[config.mk]
export PLATFORM = sky130hd
export DESIGN_NAME = instq_split_flat
export DESIGN_NICKNAME = d
export VERILOG_FILES = /design/src/rtl/instq_pkg.sv /design/src/rtl/instq_split_if.sv /design/src/rtl/instq_field_split.sv /design/src/rtl/instq_split.sv /design/src/flat_wrapper.sv
export SDC_FILE = /design/constraint.sdc
export NUM_CORES = 1
export LEC_CHECK = 0
export BUFFER_PORTS_ARGS = -buffer_cell sky130_fd_sc_hd__buf_2
export CAP_MARGIN = 40
export CORE_ASPECT_RATIO = 0.9
export CORE_MARGIN = 2
export CORE_UTILIZATION = 25
export DETAILED_ROUTE_END_ITERATION = 10
export PLACE_DENSITY_LB_ADDON = 0.12
export SYNTH_ARGS = -nofsm -noshare
export SYNTH_HDL_FRONTEND = slang
export SYNTH_SLANG_ARGS = --single-unit
[constraint.sdc]
create_clock -name clk -period 2.1 [get_ports clk]
set_input_delay 0.21 -clock clk [delete_from_list [all_inputs] [get_ports clk]]
set_output_delay 0.21 -clock clk [all_outputs]
set_load 0.05 [all_outputs]
[src/rtl/instq_pkg.sv]
// Shared definitions for the instruction queue: word width, field bit positions
// and the decoded field bundle handed to the control unit.
package instq_pkg;

    localparam int INST_W       = 18;
    localparam int OP_W         = 3;
    localparam int REG_W        = 3;
    localparam int IMM_W        = 8;
    localparam int ADDR_FIELD_W = 12;

    // Bit 17 selects where the function code lives.
    localparam int FUNC_SEL_BIT = 17;

    localparam int OP_MSB      = 17;
    localparam int OP_LSB      = 15;
    localparam int FUNC_HI_MSB = 16;
    localparam int FUNC_HI_LSB = 14;
    localparam int FUNC_LO_MSB = 2;
    localparam int FUNC_LO_LSB = 0;
    localparam int ADDR_MSB    = 11;
    localparam int ADDR_LSB    = 0;
    localparam int IMM_MSB     = 7;
    localparam int IMM_LSB     = 0;
    localparam int RS_MSB      = 10;
    localparam int RS_LSB      = 8;
    localparam int RS2_MSB     = 7;
    localparam int RS2_LSB     = 5;
    localparam int RD_MSB      = 13;
    localparam int RD_LSB      = 11;
    localparam int CNT_MSB     = 7;
    localparam int CNT_LSB     = 5;

    typedef struct packed {
        logic [OP_W-1:0]         op;
        logic [REG_W-1:0]        func;
        logic [ADDR_FIELD_W-1:0] addr;
        logic [IMM_W-1:0]        disp;
        logic [IMM_W-1:0]        offset;
        logic [REG_W-1:0]        rs;
        logic [REG_W-1:0]        rs2;
        logic [REG_W-1:0]        rd;
        logic [IMM_W-1:0]        immed;
        logic [REG_W-1:0]        count;
    } inst_fields_t;

endpackage

[src/rtl/instq_split_if.sv]
// Fetch-side push handshake and decode-side consume handshake of instq_split.
// master = fetch stage / control unit side, slave = the queue.
interface instq_split_if #(
    parameter int ADDR_W = 12
);
    import instq_pkg::*;

    logic [INST_W-1:0] inst_i;
    logic [ADDR_W-1:0] pc_i;
    logic              inst_valid_i;
    logic              inst_ready_o;
    logic              dec_valid_o;
    logic              dec_ready_i;
    logic [ADDR_W-1:0] dec_pc_o;

    modport master (
        output inst_i, pc_i, inst_valid_i, dec_ready_i,
        input  inst_ready_o, dec_valid_o, dec_pc_o
    );

    modport slave (
        input  inst_i, pc_i, inst_valid_i, dec_ready_i,
        output inst_ready_o, dec_valid_o, dec_pc_o
    );

endinterface

[src/rtl/instq_field_split.sv]
// Purely combinational slicer from an 18-bit instruction word to its fields.
// Shared with the control-unit bench model.
module instq_field_split
    import instq_pkg::*;
(
    input  logic [INST_W-1:0] word,
    output inst_fields_t      fields
);

    always_comb begin
        fields        = '0;
        fields.op     = word[OP_MSB:OP_LSB];
        fields.func   = word[FUNC_SEL_BIT] ? word[FUNC_LO_MSB:FUNC_LO_LSB]
                                           : word[FUNC_HI_MSB:FUNC_HI_LSB];
        fields.addr   = word[ADDR_MSB:ADDR_LSB];
        fields.disp   = word[IMM_MSB:IMM_LSB];
        fields.offset = word[IMM_MSB:IMM_LSB];
        fields.immed  = word[IMM_MSB:IMM_LSB];
        fields.rs     = word[RS_MSB:RS_LSB];
        fields.rs2    = word[RS2_MSB:RS2_LSB];
        fields.rd     = word[RD_MSB:RD_LSB];
        fields.count  = word[CNT_MSB:CNT_LSB];
    end

endmodule

[src/rtl/instq_split.sv]
// Instruction queue with registered decode stage and field splitter.
// Optional build macro INSTQ_BYPASS_EN lets a push into an empty queue load the stage directly.
module instq_split
    import instq_pkg::*;
#(
    parameter  int DEPTH  = 4,
    parameter  int ADDR_W = 12,
    localparam int PTR_W  = $clog2(DEPTH),
    localparam int LVL_W  = $clog2(DEPTH + 1)
) (
    input  logic               clk,
    input  logic               rst_n,
    instq_split_if.slave       bus,
    input  logic               flush_i,
    output logic [OP_W-1:0]    op_o,
    output logic [REG_W-1:0]   func_o,
    output logic [11:0]        addr_o,
    output logic [IMM_W-1:0]   disp_o,
    output logic [IMM_W-1:0]   offset_o,
    output logic [REG_W-1:0]   rs_o,
    output logic [REG_W-1:0]   rs2_o,
    output logic [REG_W-1:0]   rd_o,
    output logic [IMM_W-1:0]   immed_o,
    output logic [REG_W-1:0]   count_o,
    output logic [LVL_W-1:0]   level_o
);

    typedef struct packed {
        logic [INST_W-1:0] inst;
        logic [ADDR_W-1:0] pc;
    } entry_t;

    entry_t            mem [DEPTH];

    logic [PTR_W-1:0]  wr_ptr_reg;
    logic [PTR_W-1:0]  rd_ptr_reg;
    logic [LVL_W-1:0]  level_reg;
    logic              dec_valid_reg;
    logic [INST_W-1:0] dec_word_reg;
    logic [ADDR_W-1:0] dec_pc_reg;

    logic              inst_ready;
    logic              q_empty;
    logic              stage_free;
    logic              push;
    logic              bypass;
    logic              pop;
    logic              q_write;
    logic              load;
    entry_t            load_entry;
    inst_fields_t      fields;

    // Ready depends only on the level register, so no input reaches it combinationally.
    always_comb begin
        inst_ready = (level_reg != LVL_W'(DEPTH));
        q_empty    = (level_reg == '0);
        stage_free = !dec_valid_reg || bus.dec_ready_i;
        push       = bus.inst_valid_i && inst_ready && !flush_i;
`ifdef INSTQ_BYPASS_EN
        bypass     = push && q_empty && stage_free;
`else
        bypass     = 1'b0;
`endif
        pop        = stage_free && !q_empty && !flush_i;
        q_write    = push && !bypass;
        load       = pop || bypass;
        load_entry = mem[rd_ptr_reg];
        if (bypass) begin
            load_entry = '{inst: bus.inst_i, pc: bus.pc_i};
        end
    end

    // Queue storage is never reset; the decode stage register acts as its read register.
    always_ff @(posedge clk) begin
        if (q_write) begin
            mem[wr_ptr_reg] <= '{inst: bus.inst_i, pc: bus.pc_i};
        end
    end

    always_ff @(posedge clk or negedge rst_n) begin
        if (!rst_n) begin
            wr_ptr_reg    <= '0;
            rd_ptr_reg    <= '0;
            level_reg     <= '0;
            dec_valid_reg <= 1'b0;
            dec_word_reg  <= '0;
            dec_pc_reg    <= '0;
        end else if (flush_i) begin
            wr_ptr_reg    <= '0;
            rd_ptr_reg    <= '0;
            level_reg     <= '0;
            dec_valid_reg <= 1'b0;
        end else begin
            if (q_write) begin
                wr_ptr_reg <= wr_ptr_reg + PTR_W'(1);
            end
            if (pop) begin
                rd_ptr_reg <= rd_ptr_reg + PTR_W'(1);
            end
            case ({q_write, pop})
                2'b10:   level_reg <= level_reg + LVL_W'(1);
                2'b01:   level_reg <= level_reg - LVL_W'(1);
                default: level_reg <= level_reg;
            endcase
            if (load) begin
                dec_valid_reg <= 1'b1;
                dec_word_reg  <= load_entry.inst;
                dec_pc_reg    <= load_entry.pc;
            end else if (bus.dec_ready_i) begin
                dec_valid_reg <= 1'b0;
            end
        end
    end

    instq_field_split u_field_split (
        .word   (dec_word_reg),
        .fields (fields)
    );

    assign bus.inst_ready_o = inst_ready;
    assign bus.dec_valid_o  = dec_valid_reg;
    assign bus.dec_pc_o     = dec_pc_reg;
    assign level_o          = level_reg;

    assign op_o     = fields.op;
    assign func_o   = fields.func;
    assign addr_o   = fields.addr;
    assign disp_o   = fields.disp;
    assign offset_o = fields.offset;
    assign rs_o     = fields.rs;
    assign rs2_o    = fields.rs2;
    assign rd_o     = fields.rd;
    assign immed_o  = fields.immed;
    assign count_o  = fields.count;

endmodule

[src/flat_wrapper.sv]
// flat-port wrapper written by rule: the top's interface ports become plain ports
module instq_split_flat import instq_pkg::*;
#(
    parameter  int DEPTH  = 4,
    parameter  int ADDR_W = 12,
    localparam int PTR_W  = $clog2(DEPTH),
    localparam int LVL_W  = $clog2(DEPTH + 1)
)
  (clk, rst_n, flush_i, op_o, func_o, addr_o, disp_o, offset_o, rs_o, rs2_o, rd_o, immed_o, count_o, level_o, bus_inst_i, bus_pc_i, bus_inst_valid_i, bus_dec_ready_i, bus_inst_ready_o, bus_dec_valid_o, bus_dec_pc_o);
  instq_split_if #(.ADDR_W(ADDR_W)) bus_i ();
  input  logic clk;
  input  logic rst_n;
  input  logic flush_i;
  output logic [OP_W-1:0] op_o;
  output logic [REG_W-1:0] func_o;
  output logic [11:0] addr_o;
  output logic [IMM_W-1:0] disp_o;
  output logic [IMM_W-1:0] offset_o;
  output logic [REG_W-1:0] rs_o;
  output logic [REG_W-1:0] rs2_o;
  output logic [REG_W-1:0] rd_o;
  output logic [IMM_W-1:0] immed_o;
  output logic [REG_W-1:0] count_o;
  output logic [LVL_W-1:0] level_o;
  input wire logic [$bits(bus_i.inst_i)-1:0] bus_inst_i;
  input wire logic [$bits(bus_i.pc_i)-1:0] bus_pc_i;
  input wire logic [$bits(bus_i.inst_valid_i)-1:0] bus_inst_valid_i;
  input wire logic [$bits(bus_i.dec_ready_i)-1:0] bus_dec_ready_i;
  output wire logic [$bits(bus_i.inst_ready_o)-1:0] bus_inst_ready_o;
  output wire logic [$bits(bus_i.dec_valid_o)-1:0] bus_dec_valid_o;
  output wire logic [$bits(bus_i.dec_pc_o)-1:0] bus_dec_pc_o;
  assign bus_i.inst_i = bus_inst_i;
  assign bus_i.pc_i = bus_pc_i;
  assign bus_i.inst_valid_i = bus_inst_valid_i;
  assign bus_i.dec_ready_i = bus_dec_ready_i;
  assign bus_inst_ready_o = bus_i.inst_ready_o;
  assign bus_dec_valid_o = bus_i.dec_valid_o;
  assign bus_dec_pc_o = bus_i.dec_pc_o;
  instq_split #(.DEPTH(DEPTH), .ADDR_W(ADDR_W)) u_core (.clk(clk), .rst_n(rst_n), .bus(bus_i), .flush_i(flush_i), .op_o(op_o), .func_o(func_o), .addr_o(addr_o), .disp_o(disp_o), .offset_o(offset_o), .rs_o(rs_o), .rs2_o(rs2_o), .rd_o(rd_o), .immed_o(immed_o), .count_o(count_o), .level_o(level_o));
endmodule
==> impl_results.md, run 1 <==
* Insertion delay of the later-clocked pin in the worst-skew pair at 0.42 ns
* Post-layout util at 31.4%
* Synth top area share at 55.1%
* Flop2flop setup slack at 0.11 ns
* Vias in the first global route at 3,307
* Worst-margin pin slew at 0.621 ns
* Final period util at 95.0%
* Area grow syn2layout at 24.5%
* Initial core utilization at 25.2%
* Worst flop-to-flop path startpoint: u_core.level_o[1]
* Yosys top cell by area: edfxtp_1
* Hold depth at 1
* CP startpoint kind: flip-flop
* DRT antenna net count at 0
* Fillers at 2,544
* DRC at 0
* Ports at 106
* Min-Delay Path Class: in2reg
* Worst Setup End Kind: flip-flop
* Die Y at 157 microns
* Largest stage delay on the critical path at 0.54 ns
* Post-Route WL at 13.8 mm
* Reg2reg end: u_core.level_o[1]
* Clock-pin slew on the worst setup and hold paths at 0.07 ns
* Min cycle time layout at 1.99 ns
* Number of synthesized flops with an enable pin at 120
* Pleak at 2.98 nW
* # setup viols final at 0
* FF+latch count, synth at 158
* Initial antenna violation count at 0
* Clk_skew at 0.0112 ns
* Max reg flops at 120
* PwrDens at 1580 nW/um^2
* Status: complete, no violations
* Wire per inst at 17.2 microns
* CTS tree: built
* Die width at 175 microns
* CTS sink count at 158
* Hold Crit Endpoint: u_core.mem[2][5]
* Antenna cells at 0
* Buffers on Ports at 105
* Fin. Hold Viols at 0
* Pin count of the biggest net entering global routing at 39
* Row Count at 56
* Share of cells above drive strength 1 at 49.6%
* Crit-path cells: or3_1, nand3_2, a21oi_2, fa_2, and3_1, a32oi_1, a21oi_1
* Sequential element share of the synthesized area at 69.6%
* Top delay family on crit path: simple AND/OR/NAND/NOR gates
* Most common cell in the synthesized netlist: edfxtp_1
* Mapped Area at 6540 sq um
* Critical Path RT at 2.44 ns
* Final #Nets at 481
* Most frequent cells after synthesis: edfxtp_1, buf_4, dfrtp_1
* All-Layer GR Usage at 10.6%
* Core ar. at 25,900 sq um
* Vias at 3,172
* Non-Filler Instances at 802
* Setup TNS at 0 ns
* WS Path Type: reg2reg
* Seq. cell area at 4560 sq um
* FMAX at 501 MHz
* Dominant cells by area after synthesis: edfxtp_1, dfrtp_1, mux4_2
* Cells after DPL at 742
* Clk buf depth at 2
* Yosys cell types at 35
* Post-CTS setup buffer count at 0
* RSZ-0062 raised after global routing: false
* Arr. time, crit path at 2.34 ns
* CP max-delay cell: fa_2
* CP Max Fanout at 7
* Gate Count Post-Synth at 340
* Max-slew violations at 0
* Syn_area_per_cell at 19.2 sq um
* GRT Residual Overflow at 0
* First-pass iteration count of the detailed router at 4
* Maxcap violations at 0
* TritonCTS Buffers at 17
* Dominant synthesized flop cell: edfxtp_1
* Worst hold slack at 0.0218 ns
* DIE AREA at 27,500 sq um
* DR vias/cell at 3.96
* Yosys warnings at 0
* H-tree levels at 4
* First-pass GRT wire length at 20.8 mm
* Root Driver: clkbuf_16
* Slew margin rel. at 58.5%
* 1st-iter DRT viols at 159
* R2r worst-path depth at 7
* VDD IR max at 689 uV
* Share of synthesized flip-flops with an asynchronous set or reset at 24.1%
* Tot Pwr at 12.9 mW
* Crit path buffers/inverters at 0
* Hpwl dp at 7.94 mm
* RePlAce Congestion at 0.695
* Mapped Nets at 380
* Multi-input gate area at 1510 sq um
* Hold path startpoint: bus_pc_i[5]
## layer usage
metal	vias up	global-route usage, %	share of wire (%)
met4	0	2.98	0.78
met1	1612	13.6	49
li1	1458	-	-
met5	-	0	0
met2	90	17.2	46
met3	12	3.65	4.2
## cells in the final DEF (no fill, tap or decap), types with 2 or more instances in the layout
| master | netlist | layout |
|---|---|---|
| nor3_4 | 2 | 3 |
| nand3_1 | 4 | 3 |
| bufinv_16 | 0 | 3 |
| edfxtp_1 | 120 | 120 |
| dfrtp_2 | 0 | 5 |
| inv_1 | 5 | 5 |
| nor2_1 | 3 | 3 |
| a21oi_1 | 5 | 4 |
| mux4_2 | 28 | 28 |
| dlygate4sd3_1 | 0 | 28 |
| a31oi_1 | 2 | 2 |
| xnor2_1 | 2 | 2 |
| or3_1 | 3 | 3 |
| buf_12 | 0 | 9 |
| dfrtp_1 | 38 | 33 |
| ha_1 | 4 | 4 |
| mux4_1 | 2 | 2 |
| mux2_2 | 13 | 13 |
| clkbuf_1 | 5 | 2 |
| and3_1 | 2 | 2 |
| o21ai_0 | 3 | 3 |
| buf_4 | 52 | 3 |
| clkbuf_16 | 0 | 17 |
| mux2_4 | 20 | 20 |
| nand2_1 | 4 | 4 |
| buf_2 | 0 | 105 |
| inv_6 | 0 | 2 |
| clkinvlp_4 | 0 | 3 |
| clkinv_4 | 0 | 3 |
| and2_2 | 0 | 4 |
## area by class of cell
type / count / share of cell area (%)
Timing Repair Buffer: 145 / 12.4
Sequential cell: 158 / 56.0
Clock inverter: 12 / 1.98
Clock buffer: 20 / 5.48
Multi-Input combinational cell: 113 / 18.6
Tap cell: 348 / 5.34
Inverter: 6 / 0.276
## report_power, final
group	leakage [nW]	switching [mW]	internal, mW
Combinational	1.15	3.67	1.73
Clock	0.287	1.25	1.91
Sequential	1.54	0.425	3.87
## cells by family after synthesis
| kind of cell | synth area share [%] |
|---|---|
| compound gates | 1.19 |
| xor+xnor | 0.402 |
| fa+ha+maj | 1.07 |
| buf+inv | 7.63 |
| flops | 69.6 |
| mux | 17.4 |
| simple gates | 2.70 |
## worst max-delay path by stage
stage | startpoint | end | slack (ns) | cells past startpoint
finish | u_core.level_o[1] | u_core.level_o[1] | 0.11 | 7
CTS | u_core.level_o[1] | u_core.level_o[2] | 0.04 | 6
detailed placement | u_core.level_o[1] | u_core.level_o[2] | 0.07 | 7
global route | u_core.level_o[1] | u_core.level_o[1] | 0.04 | 7
global placement | u_core.level_o[1] | u_core.level_o[2] | 0.09 | 7
floorplan | u_core.level_o[2] | u_core.level_o[1] | -0.06 | 8
## repair_timing
action                                  in CTS  in global routing
endpoints found under the setup margin       0                  2
resized for setup                            0                  4
hold buffers                                26                  2
endpoints found under the hold margin      131                  8
## through the flow
step           setup slack [ns]  area [sq um]
4_1_cts                  0.0434          8110
3_3_place_gp             0.0894          7240
2_1_floorplan           -0.0560          6550
3_5_place_dp             0.0719          7240
5_1_grt                  0.0377          8150
6_report                  0.106          8150
Note: power is estimated with default switching activity, not from simulation.
==> run 2: changes to the inputs <==
--- a/config.mk
+++ b/config.mk
@@ -5,13 +5,14 @@
 export SDC_FILE = /design/constraint.sdc
 export NUM_CORES = 1
 export LEC_CHECK = 0
-export BUFFER_PORTS_ARGS = -buffer_cell sky130_fd_sc_hd__buf_2
 export CAP_MARGIN = 40
 export CORE_ASPECT_RATIO = 0.9
 export CORE_MARGIN = 2
 export CORE_UTILIZATION = 25
 export DETAILED_ROUTE_END_ITERATION = 10
+export DONT_BUFFER_PORTS = 1
 export PLACE_DENSITY_LB_ADDON = 0.12
+export SLEW_MARGIN = 20
 export SYNTH_ARGS = -nofsm -noshare
 export SYNTH_HDL_FRONTEND = slang
 export SYNTH_SLANG_ARGS = --single-unit
==> run 2 against run 1 <==
Combinational power is 17% lower; flip-flop and latch count stayed put; die area stayed put.
==> impl_results.md, run 2 (synthesis gave the netlist of run 1 again) <==
* Status: complete, no violations
* Critical Path RT at 2.38 ns (-0.06 ns)
* Wire per inst at 18.9 microns (+9.5%)
* Tot Pwr at 12.5 mW (-2.5%)
* Power share of the sequential group at 40.0% (+6.6 points)
* RePlAce Congestion at 0.733 (+5.5%)
* Die width at 175 microns (unchanged)
* Cell depth of the worst setup path at 7 (unchanged)
* Crit-path cells: or3_4, nand3_2, a21oi_1, fa_1, and3_1, a32oi_1, a21oi_1
* Worst hold slack at 0.0707 ns (+0.0489 ns)
* Clock-pin slew on the worst setup and hold paths at 0.06 ns (about the same)
* First-pass iteration count of the detailed router at 4 (unchanged)
* Net Sw Frac at 41.9% (+0.37 points)
* Antenna cells at 0 (unchanged)
* DRC at 0 (unchanged)
* Arr. time, crit path at 2.33 ns (about the same)
* Top delay family on crit path: simple AND/OR/NAND/NOR gates
* R2r worst-path depth at 7 (unchanged)
* Clk_skew at 0.0102 ns (-0.00100 ns)
* PwrDens at 1590 nW/um^2 (+0.69%)
* CP Max Fanout at 5 (-2)
* All-Layer GR Usage at 10.6% (about the same)
* Worst-margin pin slew at 0.644 ns (+0.0233 ns)
* PnR worst setup slack at 0.0557 ns (-0.0498 ns)
* TritonCTS Buffers at 17 (unchanged)
* Buffers on Ports at 0 (-100%)
* H-tree levels at 4 (unchanged)
* Post-layout util at 30.4% (-1.0 points)
* Pin count of the biggest net entering global routing at 39 (unchanged)
* Area grow syn2layout at 20.5%
* Vias at 2,908 (-8.3%)
* 1st-iter DRT viols at 163 (+2.5%)
* Final period util at 97.3% (+2.4 points)
* CP most frequent cell: a21oi_1
* Clock power frac at 24.1% (-0.5 points)
* Comb pwr share at 35.9% (-6.1 points)
* Cells after DPL at 652 (-12%)
* Hpwl dp at 7.90 mm (-0.45%)
* CP max-delay cell: fa_1
* DR vias/cell at 4.03 (+1.8%)
* # setup viols final at 0 (unchanged)
* Worst Setup End Kind: flip-flop
* Pleak at 2.69 nW (-9.7%)
* Clk buf depth at 2 (unchanged)
* Post-Route WL at 13.6 mm (-1.4%)
* First-pass GRT wire length at 20.8 mm (+0.26%)
* Initial antenna violation count at 0 (unchanged)
* Die Y at 157 microns (unchanged)
* FMAX at 489 MHz (-2.4%)
* WS Path Type: reg2reg
* Non-Filler Instances at 722 (-10%)
* Largest stage delay on the critical path at 0.46 ns (-0.08 ns)
* Maxcap violations at 0 (unchanged)
* Min-Delay Path Class: in2reg
* Row Count at 56 (unchanged)
* Share of cells above drive strength 1 at 38.2% (-11 points)
* CTS sink count at 158 (unchanged)
* VDD IR max at 679 uV (-1.4%)
* Cell area after layout at 7890 sq um (-3.2%)
* Insertion delay of the later-clocked pin in the worst-skew pair at 0.42 ns (about the same)
* DIE AREA at 27,500 sq um (unchanged)
* GRT Residual Overflow at 0 (unchanged)
* Fin. Hold Viols at 0 (unchanged)
* Final #Nets at 401 (-17%)
* Hold depth at 3 (+2)
* Max-slew violations at 0 (unchanged)
* Crit path buffers/inverters at 0 (unchanged)
* Internal power at 7.28 mW (-3.1%)
* Max reg flops at 120 (unchanged)
* Most frequent cells in the layout: edfxtp_1, dlygate4sd3_1, mux4_2
* Initial core utilization at 25.2% (unchanged)
* Root Driver: clkbuf_16
* CTS tree: built
* Slew margin rel. at 57.1% (-1.5 points)
* Min cycle time layout at 2.04 ns (+0.0498 ns)
* CP startpoint kind: flip-flop
* Switching power at 5.26 mW (-1.7%)
* DRT antenna net count at 0 (unchanged)
* Ports at 106 (unchanged)
* Pre-CTS setup slack at 0.0363 ns (-0.0356 ns)
* Core ar. at 25,900 sq um (unchanged)
* Vias in the first global route at 3,220 (-2.6%)
* Commonest non-fill, non-tap cell in the layout: edfxtp_1
* Setup TNS at 0 ns (unchanged)
* Placed cell area at 6910 sq um (-4.5%)
==> run 2: area by class of cell <==
cell class	count	area [sq um]
inverter	6	22.5
clock buffer	22	454
tap	348	435
sequential	158	4570
clock inverter	10	115
fill	2553	18000
multi-input combinational	113	1510
timing repair buffer	65	778
==> run 2: power groups by stage <==
stage / Combinational, mW / Clock (mW) / Sequential [mW]
6_report: 4.50 / 3.02 / 5.02
5_1_grt: 4.75 / 3.26 / 5.10
4_1_cts: 4.51 / 3.13 / 5.05
3_5_place_dp: 4.40 / 0 / 5.11
3_3_place_gp: 4.38 / 0 / 5.09
2_1_floorplan: 4.44 / 0 / 4.75
==> run 2: tightest hold or removal path: stages <==
cell     delay (ns)
nand2_1        0.05
a211o_1        0.11
a31oi_1        0.07
==> run 2: per-layer routing <==
| metal | track usage (%) | wire [microns] |
|---|---|---|
| met3 | 3.55 | 721 |
| met4 | 3.93 | 188 |
| met5 | 0 | 0 |
| met2 | 17.5 | 6530 |
| met1 | 13.0 | 6180 |
==> run 2: repair_timing <==
item	in CTS	in global routing
hold buffers	34	0
setup endpoints to repair	0	2
buffers inserted	0	4
endpoints found under the hold margin	166	0
resized for setup	0	3
==> run 2: path summary, 6_finish.rpt <==
kind	slack (ns)	endpoint	from
max reg2reg	0.06	u_core.level_o[1]	u_core.level_o[0]
min reg2reg	0.52	u_core.dec_word_reg[8]	u_core.dec_word_reg[8]
max	0.06	u_core.level_o[1]	u_core.level_o[0]
max in group asynchronous	1.54	u_core.rd_ptr_reg[0]	rst_n
min	0.07	u_core.level_o[2]	bus_inst_valid_i
min in group asynchronous	0.33	u_core.dec_word_reg[9]	rst_n
